$ cat src/rtl/if_stage.sv
// Instruction-fetch stage with IF/ID pipeline register.
// Holds the PC, resolves redirects from decode, and supports stall, halt and reset.
module if_stage #(
  parameter logic [31:0] RESET_PC  = 32'h0000_0000,
  parameter int unsigned IM_ADDR_W = 10
) (
  input  logic                 clk,
  input  logic                 rst,
  input  logic                 stall,
  input  logic                 halt,
  input  logic                 jmp,
  input  logic                 jr,
  input  logic                 branch_taken,
  input  logic [31:0]          branch_offset,
  input  logic [31:0]          jaddr,
  output logic [IM_ADDR_W-1:0] imem_addr,
  input  logic [31:0]          imem_data,
  output logic [31:0]          IR,
  output logic [31:0]          PC_out,
  output logic [31:0]          PC4_out,
  output logic                 valid,
  output logic                 halted,
  output logic [31:0]          fetch_count
);

  logic [31:0] pc_q;
  logic [31:0] ir_q;
  logic [31:0] pc_out_q;
  logic [31:0] pc4_out_q;
  logic        valid_q;
  logic        halted_q;
  logic [31:0] count_q;

  logic        redirect;
  logic [31:0] pc_plus4;
  logic [31:0] redirect_pc;

  assign pc_plus4 = pc_q + 32'd4;

  // Redirects only mean something when decode holds a real instruction.
  assign redirect = valid_q & (jr | jmp | branch_taken);

  always_comb begin
    redirect_pc = pc_plus4;
    if (jr) begin
      redirect_pc = {jaddr[31:2], 2'b00};
    end else if (jmp) begin
      redirect_pc = {pc4_out_q[31:28], jaddr[25:0], 2'b00};
    end else if (branch_taken) begin
      redirect_pc = pc4_out_q + {branch_offset[29:0], 2'b00};
    end
  end

  always_ff @(posedge clk) begin
    if (rst) begin
      pc_q      <= RESET_PC;
      ir_q      <= 32'd0;
      pc_out_q  <= 32'd0;
      pc4_out_q <= 32'd0;
      valid_q   <= 1'b0;
      halted_q  <= 1'b0;
      count_q   <= 32'd0;
    end else if (halted_q) begin
      // Frozen until reset.
    end else if (halt) begin
      halted_q <= 1'b1;
      ir_q     <= 32'd0;
      valid_q  <= 1'b0;
    end else if (stall) begin
      // Hold PC and IF/ID; decode re-presents any redirect afterwards.
    end else if (redirect) begin
      pc_q      <= redirect_pc;
      ir_q      <= 32'd0;
      pc_out_q  <= 32'd0;
      pc4_out_q <= 32'd0;
      valid_q   <= 1'b0;
    end else begin
      pc_q      <= pc_plus4;
      ir_q      <= imem_data;
      pc_out_q  <= pc_q;
      pc4_out_q <= pc_plus4;
      valid_q   <= 1'b1;
      count_q   <= count_q + 32'd1;
    end
  end

  assign imem_addr   = pc_q[IM_ADDR_W+1:2];
  assign IR          = ir_q;
  assign PC_out      = pc_out_q;
  assign PC4_out     = pc4_out_q;
  assign valid       = valid_q;
  assign halted      = halted_q;
  assign fetch_count = count_q;

endmodule

$ cat config.mk
export PLATFORM = sky130hd
export DESIGN_NAME = if_stage
export DESIGN_NICKNAME = d
export VERILOG_FILES = /design/src/rtl/if_stage.sv
export SDC_FILE = /design/constraint.sdc
export NUM_CORES = 1
export LEC_CHECK = 0
export BUFFER_PORTS_ARGS = -buffer_cell sky130_fd_sc_hd__buf_2
export CORE_MARGIN = 2
export CORE_UTILIZATION = 54
export DETAILED_ROUTE_END_ITERATION = 16
export GPL_TIMING_DRIVEN = 0
export PLACE_DENSITY = 0.8
export SYNTH_ARGS = -nofsm -noshare
export SYNTH_HDL_FRONTEND = slang
export SYNTH_SLANG_ARGS = --single-unit
export TNS_END_PERCENT = 1
$ cat constraint.sdc
create_clock -name clk -period 2.9 [get_ports clk]
set_clock_uncertainty 0.15 [all_clocks]
set_input_delay 0.29 -clock clk [delete_from_list [all_inputs] [get_ports clk]]
set_output_delay 0.29 -clock clk [all_outputs]
set_load 0.02 [all_outputs]
* Word level (Yosys, flattened, before mapping) *
Cells that the tools add are included.

word-level totals
  input bits = 103
  flip-flop bits (word level) = 162
  logic and storage cells = 35

operators by class
  equality and inequality tests = 1
  reductions and logical operators = 3
  muxes and demuxes = 14
  $add $sub $neg = 3
  bitwise gates (word level) = 7

operator list
  kind                   number
  $mux 32                9
  $add 32x1->32 const B  1
  $add 32x3->32 const B  1
  $add 32x32->32         1
  $mux 1                 5
  $not 1->1              4
  $reduce_and 4->1       1
  $reduce_and 3->1       1
  $ne 2x1->1 const B     1
  $or 1x1->1             2
  $reduce_and 2->1       1
  $and 1x1->1            1

* Logic depth before layout (Yosys ltp) *
Gate-level depths: netlist (run 1).

  word-level depth = 6
  mapped depth = 10
  depth with buffers taken out = 10

* Worst setup path before layout (run 1) *
No wires, ideal clock.

  path kind = register to register
  start = register pc4_out_q[16] (netlist: PC4_out[16])
  end = register pc_q[25]
  setup time = 0.130 ns
  slack = 0.139 ns
  data required time = 2.620 ns
  stages on the path, launching flop included = 11
  path buffers = 1
  data arrival time = 2.482 ns
  path through = dfxtp_1 > ha_1 > buf_2 > a21oi_2 > o21ai_0 > or4_1 > o21bai_1 > o211ai_2 > a2111o_1 > o21ai_0 > o22ai_1

between the ends
  cells in the longest elaborated chain, start to end = 5

ends and longest elaborated chain
  what                    line  text
  from (decl)             29    logic [31:0] pc4_out_q;
  from (signal assigned)  81    pc4_out_q <= pc_plus4;
  $add 32x32->32          50    redirect_pc = pc4_out_q + {branch_offset[29:0], 2'b00};
  $mux 32                 49    end else if (branch_taken) begin
  $mux 32                 47    end else if (jmp) begin
  $mux 32                 45    if (jr) begin
  $mux 32                 71    end else if (redirect) begin
  to (signal assigned)    72    pc_q <= redirect_pc;
  to (signal assigned)    78    pc_q <= pc_plus4;
  to (decl)               26    logic [31:0] pc_q;

No other way between the ends.
A chain may end at the register's enable or synchronous reset.

* Final worst setup path (run 1) *
  start = register pc4_out_q[5] (netlist: PC4_out[5])
  end = register pc_q[31]

The elaborated chain is that of the path after synthesis.

==> summary.md, run 1 <==
| Metric | Value |
|---|---|
| Status | `finished, final reports clean` |
| Post-route minimum period | `2.89 ns` |
| Mux contribution to synthesized area | `less than 1%` |
| Worst slew pin tran | `slightly below 0.9 ns` |
| Slowest-stage cell, CP | `a221oi_4` |
| First-pass GRT wire length | `53.6 mm` |
| Largest net degree at the start of global routing | `18` |
| Die Y | `~130 um` |
| RSZ-0062 raised after global routing | `true` |
| Fmax | `~350 MHz` |
| Final Setup Violations | `0` |
| Mapped cell area | `between 9000 and 10,000 um2` |
| Rows | `47` |
| Worst hold slack | `0.00668 ns` |
| Post-Synth Adder-Cell Area | `4.47%` |
| Clk_lat worst skew | `0.43 ns` |
| Largest family of logic cells by synthesized area | `compound AO/OA/AOI/OAI gates` |
| Mean Syn Cell Area | `about 7.7 um2` |
| Gpl congestion | `0.974` |
| Cells after Synth | `about 1.2k` |
| Netlist cell types | `70` |
| Post-Synth XOR/XNOR Area | `6.92%` |
| Number of global-route vias before repair | `9,823` |
| Max-cap violations | `0` |
| Worst VDD drop | `0.000430 V` |
| Data arrival time of the critical path | `3.03 ns` |
| Placed Area | `10,600 um2` |
| Synth area leaders | `dfxtp_1 35%, nor2_1 6.5%, a21oi_1 6.1%, nand2_1 4.8%, a22oi_1 4.6%` |
| Worst Path Required | `3.04 ns` |
| Count leader, synth | `dfxtp_1` |
| Core Area | `16,500 um2` |
| PwrDens | `about 450 nW/um2` |
| Post-Synth Simple-Gate Area | `a little under a quarter` |
| CTS HTree Levels | `4` |
| Synth warn | `0` |
| Area Overhead vs Synth | `29.3%` |
| Share of cells above drive strength 1 | `24.0%` |
| Routed WL | `between 30 and 40 mm` |
| Crit path launch type | `flip-flop` |
| Via count | `around 11k` |
| First-pass DRT Iterations | `7` |
| DP HPWL | `around 26 mm` |
| Wire per inst | `around 21 um` |
| Most used DFF post-synth | `dfxtp_1` |
| Hold Path Class | `primary input to flip-flop` |
| Rel. slew slack | `about 40%` |
| Worst Path Max Fanout | `5` |
| Post-synth EDFFs | `0` |
| Hold Vio Cnt, Final | `0` |
| Initial antenna violation count | `1` |
| Flops & latches, synth | `160` |
| Chip Width | `134 um` |
| Fin nets | `1,607` |
| Via density | `6.18` |
| CP Capture Type | `flip-flop` |
| Congestion Overflow GR | `0` |
| Antenna diodes | `0` |
| Compound-cell area share of the yosys netlist | `24.3%` |
| Post-Layout Inst Area | `between 10,000 and 15,000 um2` |
| Total CTS buffers | `17` |
| Share of the synthesized area in the top cell type | `35.1%` |
| Die ar. | `17,900 um2` |
| Critical path cell sequence | `ha_1 > a21o_1 > a21oi_2 > nand2_1 > a211oi_4 > a21oi_4 > a221oi_4 > xnor2_2 > a211oi_2` |
| Most common library cells after synthesis | `160 x dfxtp_1, 159 x nor2_1, 116 x nand2_1, 112 x a21oi_1, 73 x nand3_1` |
| Kind of critical path | `flip-flop to flip-flop` |
| GRT Total Usage | `38.5%` |
| Initial Util | `55.2%` |
| Post-DRT Antenna Nets | `0` |
| Reg clk slew, reported paths | `0.07 ns` |
| Syn nets | `approximately 1.3k` |
| I/O Buffers | `240` |
| Post-Layout Cell Count | `1,705` |
| Placed Cells | `about 1.6k` |
| CTS tree | `done` |
| Largest area contributor in the netlist | `dfxtp_1` |
| DRC | `0` |
| Pins Over Slew Limit | `0` |
| Seq/Total Area, Yosys | `35.1%` |
| Clk sink count | `between 150 and 200` |
| I/O pins | `about 240` |
| FFs w/ async S/R, synth | `0%` |
| Root buffer cell | `clkbuf_16` |
| Filler cell count | `approximately 1.4k` |
| Bufs on Longest Clock Path | `2` |
| Critical Path Max Stage Delay | `0.42 ns` |
| Fin crit share | `99.7%` |
| Drt first-iter violations | `between 900 and 1k` |
| Final setup TNS | `0 ns` |
| Leakage | `between 4 and 5 nW` |
-- area by class of cell --
| class | instances | area (um2) | share of cell area (%) |
|---|---|---|---|
| multi-input combinational | 913 | 5730 | 48.6 |
| sequential | 160 | 3210 | 27.2 |
| timing repair buffer | 274 | 1530 | 13.0 |
| clock buffer | 17 | 425 | 3.61 |
| buffer | 91 | 398 | 3.38 |
| tap | 220 | 275 | 2.34 |
| clock inverter | 15 | 161 | 1.37 |
| inverter | 15 | 56.3 | 0.478 |
-- repair_timing --
item,CTS,global route
cloned,0,0
endpoints found under the hold margin,29,0
hold buffers,29,0
pin swaps,3,20
gates resized for setup,13,48
buffers inserted,0,5
endpoints found under the setup margin,15,14
-- critical path, delay by kind of cell (launching register included) --
| family | cells | cell delay (ns) |
|---|---|---|
| AND/OR/NAND/NOR | 1 | 0.18 |
| flip-flops | 1 | 0.34 |
| XOR/XNOR | 1 | 0.19 |
| AO/OA/AOI/OAI | 6 | 1.51 |
| adder cells (fa/ha/maj) | 1 | 0.37 |
-- logic make-up after synthesis --
family / Yosys count
simple gates: 461
fa+ha+maj: 32
mux: 6
compound gates: 342
xor+xnor: 72
flops: 160
buf+inv: 107
-- layer usage --
layer / GRT usage [%] / part of all wire [%]
met5: 0 / 0
met4: 19.0 / 4.7
met3: 8.39 / 10
met2: 63.5 / 46
met1: 47.9 / 39
-- cell usage in the layout, fill, tap and decap left out, drive strengths merged, types with 5 or more instances in the layout --
master	n
a31oi	6
a21o	12
ha	31
a311oi	6
xnor2	38
or2	6
nor2b	5
nand3	74
nand4	13
nor3	28
nor2	159
a2111oi	5
inv	25
and3	22
or3	10
o22ai	13
xor2	34
a221oi	7
dlygate4sd3	29
dfxtp	160
o211ai	17
a211oi	16
a22oi	56
nand3b	6
mux2i	5
nand2	117
a21oi	114
a22o	5
nand2b	5
o21ai	51
buf	275
clkbuf	78
-- final timing paths --
path                                   end     startpoint  slack, ns  cells past startpoint
worst min-delay path                IR[28]  imem_data[28]      0.007                      3
worst max register to register    pc_q[31]     PC4_out[5]      0.009                      9
worst min register to register  PC_out[15]     PC_out[15]       0.30                      2
worst max-delay path              pc_q[31]     PC4_out[5]      0.009                      9
-- flip-flops by register name (all words and copies together), names as in the netlist --
signal and count:
PC_out 32, PC4_out 30, halted 1, valid 1
IR 32, fetch_count 32, pc_q 32
-- metrics by stage --
| stage | worst slack [ns] | total power, W | util (%) |
|---|---|---|---|
| 2_1_floorplan | 0.139 | 0.00274 | - |
| 3_3_place_gp | -0.389 | 0.00303 | 64.1 |
| 3_5_place_dp | -0.448 | 0.00303 | 64.1 |
| 4_1_cts | -0.0527 | 0.00531 | 69.8 |
| 5_1_grt | -0.0620 | 0.00550 | 71.3 |
| 6_report | 0.00925 | 0.00536 | 71.3 |
-- report_power, final --
part / leakage [nW] / internal [W] / switching (W)
Clock: 0.293 / 0.00123 / 0.00105
Combinational: 3.38 / 0.000276 / 0.000520
Sequential: 1.30 / 0.00224 / 0.0000438
Power figures use the tool's default switching activity.
==> run 2: changes to the inputs <==
--- a/config.mk
+++ b/config.mk
@@ -5,12 +5,13 @@
 export SDC_FILE = /design/constraint.sdc
 export NUM_CORES = 1
 export LEC_CHECK = 0
+export ABC_AREA = 1
 export BUFFER_PORTS_ARGS = -buffer_cell sky130_fd_sc_hd__buf_2
 export CORE_MARGIN = 2
-export CORE_UTILIZATION = 54
+export CORE_UTILIZATION = 35
 export DETAILED_ROUTE_END_ITERATION = 16
 export GPL_TIMING_DRIVEN = 0
-export PLACE_DENSITY = 0.8
+export PLACE_DENSITY = 0.54
 export SYNTH_ARGS = -nofsm -noshare
 export SYNTH_HDL_FRONTEND = slang
 export SYNTH_SLANG_ARGS = --single-unit
==> run 2 against run 1 <==
Net effect: hold slack better by 0.020 ns; maximum frequency is 8.1% higher; total power is 10% higher; design area is 8.3% higher; clock power is 8% higher; area after synthesis is 11% higher; critical endpoint is now pc_q[18]; largest cell class unchanged.
==> summary.md, run 2 <==
| Metric | Value |
|---|---|
| Mapped cell area | `10,100 um2 (+11%)` |
| Post-route minimum period | `2.67 ns (-0.217 ns)` |
| Pins Over Slew Limit | `0 (unchanged)` |
| Core Area | `28,500 um2 (+73%)` |
| Leakage | `6.11 nW (+23%)` |
| DRC | `0 (unchanged)` |
| FF+latch area | `3200 um2 (-0.20%)` |
| First-pass GRT wire length | `61.5 mm (+15%)` |
| Max-cap violations | `0 (unchanged)` |
| Largest area contributor in the netlist | `dfxtp_1` |
| Area Overhead vs Synth | `26.5%` |
| Rows | `62 (+32%)` |
| Worst Path Required | `3.12 ns (+0.08 ns)` |
| Commonest cells after routing, fill and taps aside | `532 x nand2_1, 247 x buf_2, 194 x inv_1` |
| Hold depth | `3 (unchanged)` |
| Kind of critical path | `flip-flop to flip-flop` |
| I/O pins | `243 (unchanged)` |
| Chip Width | `174 um (+30%)` |
| Hold Path Class | `primary input to flip-flop` |
| Combinational share of power | `18.4% (+3.6 points)` |
| Initial Util | `35.4% (-20 points)` |
| Bufs on Longest Clock Path | `2 (unchanged)` |
| Worst slew pin tran | `0.883 ns (+0.000628 ns)` |
| Clk sink count | `160 (unchanged)` |
| Most used DFF post-synth | `dfxtp_1` |
| First-pass DRT Iterations | `7 (unchanged)` |
| Fmax | `374 MHz (+8.1%)` |
| Share of cells above drive strength 1 | `16.2% (-7.8 points)` |
| Fin util | `44.7% (-27 points)` |
| Flops & latches, synth | `160 (unchanged)` |
| Commonest non-fill, non-tap cell in the layout | `nand2_1` |
| Share of the synthesized area in the top cell type | `31.7% (-3.4 points)` |
| Final Setup Violations | `0 (unchanged)` |
| Reg clk slew, reported paths | `0.08 ns (about the same)` |
| Synth area leaders | `dfxtp_1 32%, nand2_1 20%, a21oi_1 8.8%, inv_1 7.2%, nor2_1 6.2%` |
| Sw frac | `33.8% (+3.7 points)` |
| DP HPWL | `31.7 mm (+20%)` |
| RSZ-0062 raised after global routing | `false` |
| Synth warn | `0 (unchanged)` |
| CTS HTree Levels | `4 (unchanged)` |
| Root buffer cell | `clkbuf_16` |
| CP Capture Type | `flip-flop` |
| Count leader, synth | `nand2_1` |
| Fin nets | `2,084 (+30%)` |
| Seq/Total Area, Yosys | `31.7% (-3.4 points)` |
| Crit path launch type | `flip-flop` |
| Hold Vio Cnt, Final | `0 (unchanged)` |
| CTS tree | `done` |
| Sequential Power Share | `39.9% (-2.7 points)` |
| Gpl congestion | `0.957 (-1.8%)` |
| Via density | `5.01 (-19%)` |
| Status | `finished, final reports clean` |
| Internal power | `0.00391 W (+4.6%)` |
| Worst reg-to-reg path cell count | `13 (+4)` |
| Via count | `11.8k (+12%)` |
| GRT Total Usage | `26.2% (-12 points)` |
| Fin crit share | `92.2% (-7.5 points)` |
| Multi-input logic area | `5810 um2 (+1.4%)` |
| Routed WL | `40.4 mm (+13%)` |
| Total CTS buffers | `17 (unchanged)` |
| Clock power share | `41.7% (-0.9 points)` |
| Data arrival time of the critical path | `2.90 ns (-0.13 ns)` |
| PwrDens | `463 nW/um2 (+1.9%)` |
| Number of global-route vias before repair | `11.2k (+14%)` |
| Syn nets | `1,795 (+37%)` |
| Worst Path Max Fanout | `7 (+2)` |
| Most common library cells after synthesis | `532 x nand2_1, 194 x inv_1, 178 x a21oi_1, 166 x nor2_1, 160 x dfxtp_1` |
| Post-synth EDFFs | `0 (unchanged)` |
| Clk_lat worst skew | `0.44 ns (about the same)` |
| Post-DRT Antenna Nets | `0 (unchanged)` |
| Largest net degree at the start of global routing | `21 (+3)` |
| Filler cell count | `3,194 (+130%)` |
| Rel. slew slack | `41.1% (+0.18 points)` |
| Switching pwr | `0.00200 W (+24%)` |
| Initial antenna violation count | `11 (+10)` |
| I/O Buffers | `237 (-1.3%)` |
| Die Y | `174 um (+30%)` |
| Die ar. | `30,200 um2 (+68%)` |
| Cells after Synth | `1,660 (+41%)` |
| Final setup TNS | `0 ns (unchanged)` |
| Congestion Overflow GR | `0 (unchanged)` |
| Worst VDD drop | `0.000330 V (-23%)` |
| Netlist cell types | `45 (-36%)` |
| Wire per inst | `17.2 um (-18%)` |
| Drt first-iter violations | `929 (-6.4%)` |
| Mean Syn Cell Area | `6.08 um2 (-21%)` |
| FFs w/ async S/R, synth | `0% (unchanged)` |
-- run 2: changes by cell type in the layout (fill, tap and decap cells not counted), sizes merged, moves of 21 or more --
cell / before / now
xnor2: 38 / 5
a21oi: 114 / 178
o21ai: 51 / 95
a22oi: 56 / 2
nand2: 117 / 534
and3: 22 / 1
inv: 25 / 201
-- run 2: path summary, 6_finish.rpt --
path | start | endpoint | slack (ns)
min reg2reg | pc_q[0] | PC_out[0] | 0.31
max | pc_q[2] | pc_q[18] | 0.23
min | jaddr[8] | pc_q[8] | 0.03
max reg2reg | pc_q[2] | pc_q[18] | 0.23
-- run 2: final cells by class --
class                      count  share of cell area, %
buffer                        73                   2.60
antenna                        7                  0.137
tap                          384                   3.76
timing repair buffer         270                   11.9
sequential                   160                   25.1
inverter                     200                   5.88
clock inverter                15                   1.82
multi-input combinational   1227                   45.5
clock buffer                  17                   3.33
-- run 2: routing by layer --
layer / share of wire (%) / wire length (um) / track usage, %
met3: 8.0 / 3220 / 6.29
met1: 43 / 17300 / 33.3
met2: 46 / 18500 / 43.4
met5: 0.13 / 53 / 0
met4: 3.1 / 1270 / 9.14
-- run 2: logic make-up (layout without fill, tap and decap cells) --
| logic type | Yosys count | after routing | synth area share (%) |
|---|---|---|---|
| other cells | 0 | 7 | 0 |
| fa+ha+maj | 32 | 32 | 4.04 |
| compound gates | 309 | 309 | 16.2 |
| buf+inv | 273 | 575 | 10.7 |
| flops | 160 | 160 | 31.7 |
| xor+xnor | 23 | 23 | 2.00 |
| simple gates | 863 | 863 | 35.3 |
-- run 2: critical path: stages, from the launching register on --
cell	delay (ns)
dfxtp_1	0.49
ha_1	0.34
nand2_1	0.12
inv_1	0.11
nand2_1	0.07
nor2_2	0.24
nand2_1	0.12
nor2_2	0.27
inv_1	0.13
o21ai_1	0.17
nand3_1	0.10
nand3_1	0.11
nand2_1	0.06
a21oi_1	0.12
-- run 2: what timing repair did --
action / 4_1_cts / 5_1_grt
endpoints found under the setup margin: 0 / 4
setup buffers: 0 / 0
gates resized for setup: 0 / 2
hold buffers: 33 / 0
hold endpoints to repair: 33 / 0
-- run 2: metrics by stage --
stage / instances / worst slack [ns] / instance area, um2 / hold WS, ns / total power [W]
after detailed placement: 2281 / 0.187 / 11800 / 0.303 / 0.00345
after global placement: 2281 / 0.197 / 11800 / 0.299 / 0.00345
final: 2353 / 0.226 / 12800 / 0.0269 / 0.00591
after global routing: 2350 / 0.0130 / 12800 / 0.0700 / 0.00616
after floorplan: 1660 / 0.654 / 10100 / 0.261 / 0.00304
after CTS: 2346 / 0.226 / 12700 / 0.0104 / 0.00594
-- run 2: power by group through the flow --
stage	combinational [W]	clock [W]	sequential (W)
after detailed placement	0.00104	0	0.00241
after floorplan	0.000603	0	0.00244
after CTS	0.00108	0.00250	0.00236
final	0.00109	0.00246	0.00236
after global placement	0.00104	0	0.00241
after global routing	0.00120	0.00259	0.00237
